==> src/rtl/countdown_timer.sv <==
// countdown_timer: MM:SS BCD countdown timer with load, run/pause toggle, done state and alarm pulse.
// Ports:
//   clk, reset        - clock and synchronous active-high reset
//   tick              - time-base enable pulse; TICK_DIV counted ticks make one second
//   load, load_*      - capture clamped preset digits and return to IDLE
//   start_pause       - toggles run/pause; ignored in DONE and at 00:00 in IDLE
//   min_t..sec_u      - registered remaining time, BCD
//   running, done     - state flags; alarm pulses in the first DONE cycle
module countdown_timer #(
  parameter int unsigned TICK_DIV = 1
) (
  input  logic       clk,
  input  logic       reset,
  input  logic       tick,
  input  logic       load,
  input  logic [3:0] load_min_t,
  input  logic [3:0] load_min_u,
  input  logic [3:0] load_sec_t,
  input  logic [3:0] load_sec_u,
  input  logic       start_pause,
  output logic [3:0] min_t,
  output logic [3:0] min_u,
  output logic [3:0] sec_t,
  output logic [3:0] sec_u,
  output logic       running,
  output logic       done,
  output logic       alarm
);
  typedef enum logic [1:0] {IDLE, RUN, PAUSE, DONE} state_t;
  localparam logic [7:0] TC = 8'(TICK_DIV - 1);
  state_t     state_q, state_d;
  logic [3:0] min_t_q, min_t_d, min_u_q, min_u_d, sec_t_q, sec_t_d, sec_u_q, sec_u_d;
  logic [3:0] dec_mt, dec_mu, dec_st, dec_su;
  logic [7:0] pre_q, pre_d;
  logic       alarm_q, alarm_d;
  logic       su_z, st_z, mu_z, is_zero, dec_zero, tc;
  function automatic logic [3:0] clamp(input logic [3:0] v, input logic [3:0] m);
    return v > m ? m : v;
  endfunction
  // BCD borrow chain for a one-second decrement
  always_comb begin
    su_z     = sec_u_q == 4'd0;
    st_z     = sec_t_q == 4'd0;
    mu_z     = min_u_q == 4'd0;
    dec_su   = su_z ? 4'd9 : sec_u_q - 4'd1;
    dec_st   = su_z ? (st_z ? 4'd5 : sec_t_q - 4'd1) : sec_t_q;
    dec_mu   = (su_z && st_z) ? (mu_z ? 4'd9 : min_u_q - 4'd1) : min_u_q;
    dec_mt   = (su_z && st_z && mu_z) ? min_t_q - 4'd1 : min_t_q;
    is_zero  = {min_t_q, min_u_q, sec_t_q, sec_u_q} == 16'd0;
    dec_zero = {dec_mt, dec_mu, dec_st, dec_su} == 16'd0;
    // is_zero guard keeps the value from ever wrapping below 00:00
    tc       = state_q == RUN && tick && pre_q == TC && !is_zero;
  end
  always_comb begin
    state_d = state_q;
    min_t_d = min_t_q;
    min_u_d = min_u_q;
    sec_t_d = sec_t_q;
    sec_u_d = sec_u_q;
    pre_d   = pre_q;
    alarm_d = 1'b0;
    if (load) begin
      min_t_d = clamp(load_min_t, 4'd9);
      min_u_d = clamp(load_min_u, 4'd9);
      sec_t_d = clamp(load_sec_t, 4'd5);
      sec_u_d = clamp(load_sec_u, 4'd9);
      state_d = IDLE;
      pre_d   = 8'd0;
    end else begin
      case (state_q)
        IDLE:  state_d = (start_pause && !is_zero) ? RUN : IDLE;
        RUN: begin
          if (tick) pre_d = tc ? 8'd0 : pre_q + 8'd1;
          if (tc) begin
            min_t_d = dec_mt;
            min_u_d = dec_mu;
            sec_t_d = dec_st;
            sec_u_d = dec_su;
          end
          // reaching 00:00 takes priority over a simultaneous pause request
          state_d = (tc && dec_zero) ? DONE : start_pause ? PAUSE : RUN;
          alarm_d = tc && dec_zero;
        end
        PAUSE: state_d = start_pause ? RUN : PAUSE;
        default: state_d = DONE;
      endcase
    end
  end
  always_ff @(posedge clk) begin
    if (reset) begin
      state_q <= IDLE;
      min_t_q <= 4'd0;
      min_u_q <= 4'd0;
      sec_t_q <= 4'd0;
      sec_u_q <= 4'd0;
      pre_q   <= 8'd0;
      alarm_q <= 1'b0;
    end else begin
      state_q <= state_d;
      min_t_q <= min_t_d;
      min_u_q <= min_u_d;
      sec_t_q <= sec_t_d;
      sec_u_q <= sec_u_d;
      pre_q   <= pre_d;
      alarm_q <= alarm_d;
    end
  end
  assign min_t   = min_t_q;
  assign min_u   = min_u_q;
  assign sec_t   = sec_t_q;
  assign sec_u   = sec_u_q;
  assign running = state_q == RUN;
  assign done    = state_q == DONE;
  assign alarm   = alarm_q;
endmodule

==> config.mk <==
export PLATFORM = sky130hd
export DESIGN_NAME = countdown_timer
export DESIGN_NICKNAME = d
export VERILOG_FILES = /design/src/rtl/countdown_timer.sv
export SDC_FILE = /design/constraint.sdc
export NUM_CORES = 1
export LEC_CHECK = 0
export ABC_AREA = 1
export ABC_CLOCK_PERIOD_IN_PS = 1560
export CORE_MARGIN = 1
export CORE_UTILIZATION = 30
export CTS_CLUSTER_DIAMETER = 150
export CTS_CLUSTER_SIZE = 10
export DETAILED_ROUTE_END_ITERATION = 12
export PLACE_DENSITY = 0.6
export SYNTH_ARGS = -nofsm -noshare
export SYNTH_HDL_FRONTEND = slang
export SYNTH_SLANG_ARGS = --single-unit
==> constraint.sdc <==
create_clock -name clk -period 1.56 [get_ports clk]
set_input_delay 0.312 -clock clk [delete_from_list [all_inputs] [get_ports clk]]
set_output_delay 0.312 -clock clk [all_outputs]
set_load 0.005 [all_outputs]
==> PnR_summary.wiki, run 1 <==
{| class="wikitable"
! Metric !! Value
|-
| Result of the run || finished, violations left
|-
| Failing checks || negative setup slack
|-
| Final net count || between 300 and 400
|-
| Least setup slack across all paths after layout || -138 ps
|-
| Fraction of the yosys area taken by sequential cells || 31.3%
|-
| Critical Path Slowest Stage Cell || sky130_fd_sc_hd__dfxtp_4
|-
| Reg2reg end || sec_t[1]
|-
| Launch point of the worst reg-to-reg path || sec_u[0]
|-
| Clock Sinks || 27
|-
| Detailed-route via count || between 2000 and 2500
|-
| Post-Syn Nets || 272
|-
| Global Route Usage Sum || about 17%
|-
| Post-Route WL || between 5000 and 6000 um
|-
| Worst vdd ir || 444 uV
|-
| DRC violation count after routing || 0
|-
| Share of total power in the clock network || 21.6%
|-
| Die Y-Extent || around 78 um
|-
| Worst setup path class || flip-flop to flip-flop
|-
| Antenna cell count || 0
|-
| Total Die Area || 0.00607 mm^2
|-
| # Max-Cap Violations || 0
|-
| Number of slew-limit violations in the final report || 0
|-
| Cell family with the largest share of critical-path delay || simple AND/OR/NAND/NOR gates
|-
| Buffers on Ports || 39
|-
| Critical Path Start Type || flip-flop
|-
| Detailed-router iteration count before antenna repair || 4
|-
| Critical path capture point type || flip-flop
|-
| Switch share || 33.1%
|-
| Crit path largest cell delay || 370 ps
|-
| Number of distinct library cells after synthesis || 38
|-
| Maximum frequency from static timing analysis || ~590 MHz
|-
| Width of the die || 77.9 um
|-
| CTS Buffer Depth || 2
|-
| Number of levels in the clock H-tree || 1
|-
| Buffering stage count on the worst path with inverters included || 2
|-
| Number of CTS-inserted buffers || 3
|-
| CTS Root Cell || sky130_fd_sc_hd__clkbuf_8
|-
| Count of flip-flops with a built-in enable after synthesis || 0
|-
| Starting Density || 31.2%
|-
| Synth area leader || sky130_fd_sc_hd__dfxtp_1
|-
| Register area || approximately 570 um^2
|-
| Flip-flop cell with the highest count after synthesis || sky130_fd_sc_hd__dfxtp_1
|-
| Cell internal power dissipation || 1300 uW
|-
| Warning count from the yosys run || 0
|-
| Hold_sp || pre_q[6]
|-
| Register-to-Register Setup Slack || -140 ps
|-
| Number of global-route vias before repair || 1877
|-
| Number of failing hold endpoints at the final stage || 0
|-
| Seq cells post-synth || 27
|-
| Switching power of the nets || 640 uW
|-
| Yosys top cell area share || 31.3%
|-
| Count of endpoints failing setup in the final report || 19
|-
| Global-route wire length before repair || between 8000 and 9000 um
|-
| Top Ports || 40
|-
| Post-detailed-route count of antenna-violating nets || 0
|-
| Synth cell count leaders || sky130_fd_sc_hd__nand2_1 (46), sky130_fd_sc_hd__inv_1 (29), sky130_fd_sc_hd__nor2_1 (28), sky130_fd_sc_hd__dfxtp_1 (27), sky130_fd_sc_hd__nand3_1 (20)
|-
| Post-synthesis instance area || around 0.0017 mm^2
|-
| Post-Syn Area per Cell || 7.00 um^2
|-
| Crit-path max FO || 6
|-
| Proportion of register bits with asynchronous set or reset after synthesis || 0%
|-
| Clock transition at the registers of the reported paths || 110 ps
|-
| Ratio of cells with drive above 1 in the final layout || 41.5%
|-
| Crit share post-route || 109%
|-
| Std-Cell Rows || 27
|-
| Clock network latency to the later pin of the worst-skew pair || 290 ps
|-
| Area of the multi-input gates || 0.00119 mm^2
|-
| RSZ-0062 raised after global routing || true
|-
| Vias per inst || ~4.7
|-
| Hold path depth || 1
|-
| Combinational power share || 39.5%
|-
| Normalized max-slew margin || ~76%
|-
| R2r worst-path depth || 9
|-
| Endpoint of the worst hold-timing path || pre_q[6]
|-
| Critical path data arrival time || between 1500 and 2000 ps
|-
| Syn Inst Count || 247
|-
| Total power divided by cell area || about 650 mW/mm^2
|-
| Area growth from synthesis to final layout || 72.8%
|-
| Top cells by area in the synthesized netlist || sky130_fd_sc_hd__dfxtp_1 (31%), sky130_fd_sc_hd__nand2_1 (10%), sky130_fd_sc_hd__inv_1 (6.3%)
|-
| Number of antenna violations at the first check in global routing || 0
|-
| CTS tree || done
|-
| Hold Worst Slack || 499 ps
|-
| Area of the core region || 0.00554 mm^2
|-
| Aggregate global routing overflow || 0
|-
| Critical path cell sequence || nor2_4 -> nand2_4 -> nor2_8 -> nand3b_4 -> nand2_8 -> nand2_8 -> buf_6 -> buf_6 -> a311oi_2
|-
| Type of the worst min-delay path || flip-flop to flip-flop
|-
| Flop pwr share || 38.9%
|-
| Sum of net half-perimeters after detailed placement || 3840 um
|-
| Critical path required time || 1760 ps
|-
| Most common cell in the netlist || sky130_fd_sc_hd__nand2_1
|-
| Pin slew with the least headroom to its limit || roughly 350 ps
|-
| Static Leakage || 0.00143 uW
|-
| Iter 0 DRT Violations || 64
|-
| Number of filler cells placed in the layout || 541
|-
| Minimum clock period after layout || between 1500 and 2000 ps
|-
| RePlAce Congestion || roughly 0.81
|-
| Largest net degree at the start of global routing || 16
|-
| Post-detailed-route wirelength per cell || 12.8 um
|-
| Total Negative Setup Slacks || -1110 ps
|-
| Worst Skew || 16.9 ps
|-
| Final core area utilization || 53.9%
|}
[logic make-up (layout without fill, tap and decap cells)]
logic type	count (synthesis)	in the layout	synth area share [%]
xor gates and xnor gates	4	4	2.03
adders and majority gates	4	4	2.89
buffers and inverters	38	143	9.33
and+or+nand+nor	117	117	35.2
AOI/OAI and AO/OA	57	57	19.3
DFF	27	27	31.3
[through the flow]
stage                     area [um^2]  instances  total power [uW]  setup slack, ps
after global routing             2990        424              2050             -200
after global placement           2550        403              1390             -205
after floorplan                  1730        247              1080             32.6
after detailed placement         2550        403              1400             -235
after CTS                        2680        411              1840            -50.5
final                            2990        424              1940             -138
[what timing repair did]
action / 4_1_cts / 5_1_grt
pin swaps: 10 / 17
hold buffers: 0 / 0
setup endpoints to repair: 24 / 31
buffers inserted: 4 / 16
resized for setup: 39 / 65
[layer usage]
layer | vias up | track usage (%) | share of wire [%] | wire length [um]
met4 | 0 | 2.59 | 0.24 | 13
met5 | - | 0 | 0 | 0
li1 | 1038 | - | - | -
met2 | 45 | 30.3 | 51 | 2760
met1 | 918 | 20.8 | 45 | 2440
met3 | 2 | 3.53 | 3.8 | 205
[power by group through the flow]
stage	clock network, uW	logic, uW	registers, uW
floorplan	0	305	779
finish	419	764	753
detailed placement	0	638	762
global placement	0	634	761
global route	465	829	759
CTS	427	658	753
[worst max-delay path by stage]
stage / start / end / slack (ps) / cells after the start
6_report: sec_u[0] / sec_t[1] / -140 / 9
5_1_grt: sec_u[0] / sec_t[1] / -200 / 9
4_1_cts: sec_t[1] / state_q[1] / -50 / 11
3_5_place_dp: tick / min_t[3] / -230 / 9
3_3_place_gp: tick / state_q[1] / -200 / 11
2_1_floorplan: pre_q[0] / min_t[2] / 30 / 10
[flip-flops by register name (all words and copies together), names as in the netlist]
signal / flops
alarm: 1
min_t: 4
min_u: 4
pre_q: 8
sec_t: 4
sec_u: 4
state_q: 2
[layout by cell type, fill, tap and decap left out, types with 3 or more instances in the layout]
| master | count |
|---|---|
| sky130_fd_sc_hd__o211ai_1 | 4 |
| sky130_fd_sc_hd__o21ai_2 | 6 |
| sky130_fd_sc_hd__ha_1 | 3 |
| sky130_fd_sc_hd__nand2_2 | 5 |
| sky130_fd_sc_hd__clkdlybuf4s50_1 | 23 |
| sky130_fd_sc_hd__buf_4 | 54 |
| sky130_fd_sc_hd__nor2_4 | 3 |
| sky130_fd_sc_hd__nand2_4 | 4 |
| sky130_fd_sc_hd__o21ai_0 | 12 |
| sky130_fd_sc_hd__clkbuf_8 | 3 |
| sky130_fd_sc_hd__nand2_1 | 42 |
| sky130_fd_sc_hd__o21ai_1 | 4 |
| sky130_fd_sc_hd__nor2_2 | 8 |
| sky130_fd_sc_hd__nand3_2 | 3 |
| sky130_fd_sc_hd__inv_2 | 4 |
| sky130_fd_sc_hd__nor3_1 | 4 |
| sky130_fd_sc_hd__a21oi_1 | 11 |
| sky130_fd_sc_hd__dlymetal6s2s_1 | 7 |
| sky130_fd_sc_hd__inv_1 | 26 |
| sky130_fd_sc_hd__buf_6 | 13 |
| sky130_fd_sc_hd__nand3_1 | 16 |
| sky130_fd_sc_hd__dfxtp_2 | 17 |
| sky130_fd_sc_hd__a21oi_2 | 8 |
| sky130_fd_sc_hd__dlygate4sd2_1 | 9 |
| sky130_fd_sc_hd__a211oi_1 | 3 |
| sky130_fd_sc_hd__nor2_1 | 20 |
| sky130_fd_sc_hd__dfxtp_1 | 9 |
[final cells by class]
type | count | area share, %
multi-input cells | 182 | 39.7
flip-flops and latches | 27 | 18.9
clock buffers | 3 | 1.38
well taps | 72 | 3.02
inverters | 32 | 4.52
clock inverters | 1 | 0.168
repair buffers | 107 | 32.2
[worst reg2reg max path: stages, from the launching register on]
cell and delay (ps):
sky130_fd_sc_hd__dfxtp_4 370, sky130_fd_sc_hd__nor2_4 180, sky130_fd_sc_hd__nand2_4 110, sky130_fd_sc_hd__nor2_8 180
sky130_fd_sc_hd__nand3b_4 140, sky130_fd_sc_hd__nand2_8 110, sky130_fd_sc_hd__nand2_8 80, sky130_fd_sc_hd__buf_6 130
sky130_fd_sc_hd__buf_6 110, sky130_fd_sc_hd__a311oi_2 190
(Power assumes the default switching activity.)
==> run 2, diff against run 1 <==
--- a/config.mk
+++ b/config.mk
@@ -5,14 +5,14 @@
 export SDC_FILE = /design/constraint.sdc
 export NUM_CORES = 1
 export LEC_CHECK = 0
-export ABC_AREA = 1
 export ABC_CLOCK_PERIOD_IN_PS = 1560
 export CORE_MARGIN = 1
 export CORE_UTILIZATION = 30
 export CTS_CLUSTER_DIAMETER = 150
 export CTS_CLUSTER_SIZE = 10
 export DETAILED_ROUTE_END_ITERATION = 12
-export PLACE_DENSITY = 0.6
+export PLACE_DENSITY = 0.61
+export SKIP_CTS_REPAIR_TIMING = 1
 export SYNTH_ARGS = -nofsm -noshare
 export SYNTH_HDL_FRONTEND = slang
 export SYNTH_SLANG_ARGS = --single-unit
==> run 2 against run 1 <==
The run still ends with negative setup slack left. Critical endpoint is now sec_t[2]. Worst setup slack worse by 160 ps. Flip-flop and latch count stayed put. Critical path depth is 1 lower. Wire length is 4.0% higher. Cell area hardly changed. Clock-buffer cell count stayed put. Synthesized area is 2.4% lower. Register-to-register slack worse by 160 ps. Final cell count is 9.9% lower.
==> PnR_summary.wiki, run 2 <==
{| class="wikitable"
! Metric !! Value
|-
| Type of the worst min-delay path || flip-flop to flip-flop
|-
| Post-layout instance area || 0.00299 mm^2 (about the same)
|-
| Yosys top cell area share || 32.0% (+0.76 points)
|-
| Count of endpoints failing setup in the final report || 30 (+11)
|-
| Post-Syn Area per Cell || 8.11 um^2 (+16%)
|-
| Worst vdd ir || 365 uV (-18%)
|-
| Area growth from synthesis to final layout || 76.9%
|-
| Post-Route WL || 5640 um (+4.0%)
|-
| Total Die Area || 0.00593 mm^2 (-2.3%)
|-
| Area of the core region || 0.00527 mm^2 (-4.9%)
|-
| RePlAce Congestion || 0.902 (+12%)
|-
| Top library cells by usage in the layout, fill and taps aside || sky130_fd_sc_hd__buf_4 (64), sky130_fd_sc_hd__clkdlybuf4s50_1 (24), sky130_fd_sc_hd__nor2_1 (20), sky130_fd_sc_hd__dlymetal6s2s_1 (15)
|-
| Clock Sinks || 27 (unchanged)
|-
| Number of distinct library cells after synthesis || 55 (+45%)
|-
| Total power divided by cell area || 598 mW/mm^2 (-7.7%)
|-
| Final Power || 1790 uW (-7.8%)
|-
| Die Y-Extent || 77.0 um (-1.2%)
|-
| Maximum frequency from static timing analysis || 540 MHz (-8.4%)
|-
| Buffering stage count on the worst path with inverters included || 3 (+1)
|-
| Static Leakage || 0.00140 uW (-2.0%)
|-
| # Max-Cap Violations || 0 (unchanged)
|-
| Minimum clock period after layout || 1850 ps (+156 ps)
|-
| Launch point of the worst reg-to-reg path || sec_t[3]
|-
| Clock network latency to the later pin of the worst-skew pair || 280 ps (about the same)
|-
| Routing layer with the top usage in global route || met2
|-
| Endpoint of the worst hold-timing path || sec_t[3]
|-
| Result of the run || finished, violations left
|-
| R2r worst-path depth || 8 (-1)
|-
| Antenna cell count || 0 (unchanged)
|-
| Number of cells after detailed placement || 373 (-7.4%)
|-
| Met3 usage in global routing || 2.26% (-1.3 points)
|-
| Hold_sp || sec_t[3]
|-
| Seq cells post-synth || 27 (unchanged)
|-
| Detailed-route via count || 1996 (-0.35%)
|-
| Normalized max-slew margin || 72.5% (-3.7 points)
|-
| Number of levels in the clock H-tree || 1 (unchanged)
|-
| Aggregate global routing overflow || 0 (unchanged)
|-
| Syn Inst Count || 208 (-16%)
|-
| Iter 0 DRT Violations || 109 (+70%)
|-
| Critical path data arrival time || 2030 ps (+140 ps)
|-
| Sum of net half-perimeters after detailed placement || 4120 um (+7.2%)
|-
| Flip-flop cell with the highest count after synthesis || sky130_fd_sc_hd__dfxtp_1
|-
| Count of flip-flops with a built-in enable after synthesis || 0 (unchanged)
|-
| Pin slew with the least headroom to its limit || 411 ps (+58.4 ps)
|-
| Most common cell after layout, fill and taps aside || sky130_fd_sc_hd__buf_4
|-
| Met1 track utilization from global routing || 24.8% (+4.0 points)
|-
| Number of CTS-inserted buffers || 3 (unchanged)
|-
| Final net count || 338 (-11%)
|-
| Post-Syn Nets || 233 (-14%)
|-
| Register-to-Register Setup Slack || -290 ps (-160 ps)
|-
| Failing checks || negative setup slack
|-
| Fraction of the yosys area taken by sequential cells || 32.0% (+0.76 points)
|-
| Cell family with the largest share of critical-path delay || simple AND/OR/NAND/NOR gates
|-
| Global-route wire length before repair || 8550 um (+5.4%)
|-
| CTS Root Cell || sky130_fd_sc_hd__clkbuf_8
|-
| CTS Buffer Depth || 2 (unchanged)
|-
| Top Ports || 40 (unchanged)
|-
| Synth area leader || sky130_fd_sc_hd__dfxtp_1
|-
| Post-detailed-route count of antenna-violating nets || 0 (unchanged)
|-
| Crit path largest cell delay || 340 ps (-30 ps)
|-
| Number of flip-flops in the largest register || 8 (unchanged)
|-
| Critical Path Start Type || flip-flop
|-
| Post-synthesis instance area || 0.00169 mm^2 (-2.4%)
|-
| Least setup slack across all paths after layout || -293 ps (-156 ps)
|-
| Critical path capture point type || flip-flop
|-
| Top cells by area in the synthesized netlist || sky130_fd_sc_hd__dfxtp_1 (32%), sky130_fd_sc_hd__nor2_1 (4.4%), sky130_fd_sc_hd__xor2_1 (3.6%)
|-
| GRT met2 Usage || 28.6% (-1.7 points)
|-
| Number of antenna violations at the first check in global routing || 0 (unchanged)
|-
| Buffers on Ports || 39 (unchanged)
|-
| Clock transition at the registers of the reported paths || 100 ps (about the same)
|-
| Post-detailed-route wirelength per cell || 14.8 um (+15%)
|-
| Starting Density || 32.0% (+0.82 points)
|-
| Number of global-route vias before repair || 1832 (-2.4%)
|-
| RSZ-0062 raised after global routing || true
|-
| Global Route Usage Sum || 18.0% (+1.2 points)
|-
| Hold path depth || 3 (+2)
|-
| Detailed-router iteration count before antenna repair || 4 (unchanged)
|-
| Ratio of cells with drive above 1 in the final layout || 41.0% (-0.45 points)
|-
| Vias per inst || 5.23 (+11%)
|-
| Most flop-heavy register || pre_q
|-
| Critical path's most frequent cell || sky130_fd_sc_hd__buf_4
|-
| Critical path cell sequence || nor4_2 -> buf_4 -> and4_4 -> a21oi_4 -> buf_4 -> buf_4 -> a21o_1 -> a32o_1
|-
| Crit share post-route || 119% (+10 points)
|-
| Proportion of register bits with asynchronous set or reset after synthesis || 0% (unchanged)
|-
| Largest net degree at the start of global routing || 16 (unchanged)
|-
| Placed cell areas || 0.00265 mm^2 (+3.6%)
|-
| Post-layout instance count excluding filler cells || 382 (-9.9%)
|-
| CTS tree || done
|-
| Worst setup path class || flip-flop to flip-flop
|-
| Worst Skew || 3.23 ps (-13.6 ps)
|-
| Crit-path max FO || 8 (+2)
|-
| Std-Cell Rows || 26 (-3.7%)
|-
| Critical Path Slowest Stage Cell || sky130_fd_sc_hd__dfxtp_2
|-
| Width of the die || 77.0 um (-1.2%)
|-
| Number of slew-limit violations in the final report || 0 (unchanged)
|-
| Critical path required time || 1740 ps (-20 ps)
|-
| Reg2reg end || sec_t[2]
|-
| Most common cell in the netlist || sky130_fd_sc_hd__dfxtp_1
|-
| Warning count from the yosys run || 0 (unchanged)
|-
| DRC violation count after routing || 0 (unchanged)
|-
| Synth cell count leaders || sky130_fd_sc_hd__dfxtp_1 (27), sky130_fd_sc_hd__nor2_1 (20), sky130_fd_sc_hd__nand2_1 (12), sky130_fd_sc_hd__nor3_1 (11)
|-
| Number of failing hold endpoints at the final stage || 0 (unchanged)
|}
==> run 2: cell types whose count changed in the layout (fill, tap and decap cells not counted), moves of 6 or more <==
cell / delta
sky130_fd_sc_hd__nand2_1: -30
sky130_fd_sc_hd__o21ai_2: -6
sky130_fd_sc_hd__buf_4: +10
sky130_fd_sc_hd__dlygate4sd2_1: -9
sky130_fd_sc_hd__nor2_2: -8
sky130_fd_sc_hd__a21oi_2: -8
sky130_fd_sc_hd__buf_6: -7
sky130_fd_sc_hd__inv_1: -19
sky130_fd_sc_hd__nand3_1: -8
sky130_fd_sc_hd__dlymetal6s2s_1: +8
==> run 2: worst max path at each step <==
| stage | start | endpoint | slack, ps | depth (start not counted) |
|---|---|---|---|---|
| after floorplan | sec_u[2] | min_u[0] | -300 | 7 |
| after global placement | tick | sec_u[3] | -450 | 6 |
| after detailed placement | tick | sec_u[3] | -510 | 6 |
| after CTS | sec_t[2] | min_u[1] | -370 | 7 |
| after global routing | pre_q[0] | sec_u[3] | -410 | 7 |
| final | sec_t[3] | sec_t[2] | -290 | 8 |
==> run 2: routing by layer <==
metal  wire, um  vias up  share of wire, %
met5          0        -                 0
met4        111        0               2.0
met3        267        8               4.7
met2       2640       58                47
met1       2620      944                46
li1           -      986                 -
==> run 2: stage by stage <==
step | setup WS, ps | hold slack, ps | util, % | setup TNS [ps]
5_1_grt | -409 | 595 | 56.6 | -8190
6_report | -293 | 577 | 56.6 | -5510
4_1_cts | -374 | 579 | 51.1 | -7250
3_5_place_dp | -507 | 565 | 50.2 | -9250
3_3_place_gp | -450 | 562 | 50.2 | -8720
2_1_floorplan | -303 | 445 | - | -3510
==> run 2: tightest hold or removal path, stage by stage (launching register included) <==
cell and delay, ps:
sky130_fd_sc_hd__dfxtp_2 340, sky130_fd_sc_hd__buf_4 130, sky130_fd_sc_hd__nand2_1 50, sky130_fd_sc_hd__a21oi_1 30
==> run 2: area by class of cell <==
type	count	area, um^2
Fill cell	488	2280
Multi-Input combinational cell	162	1250
Timing Repair Buffer	110	991
Sequential cell	27	574
Tap cell	70	87.6
Clock buffer	3	41.3
Inverter	9	33.8
Clock inverter	1	5.00
==> run 2: power by group <==
| group | switching (uW) | total [uW] | internal [uW] | leakage, uW |
|---|---|---|---|---|
| registers | 27.1 | 745 | 718 | 0.000228 |
| clock network | 235 | 415 | 180 | 0.0000255 |
| logic | 281 | 626 | 345 | 0.00115 |
| total | 544 | 1790 | 1240 | 0.00140 |
==> run 2: cell families after synthesis <==
group / after synthesis / share of synthesized area (%)
XOR/XNOR: 12 / 6.23
adder cells (fa/ha/maj): 4 / 2.97
buffers and inverters: 19 / 4.89
AO/OA/AOI/OAI: 49 / 20.7
flip-flops: 27 / 32.0
multiplexers: 2 / 1.19
AND/OR/NAND/NOR: 95 / 32.0
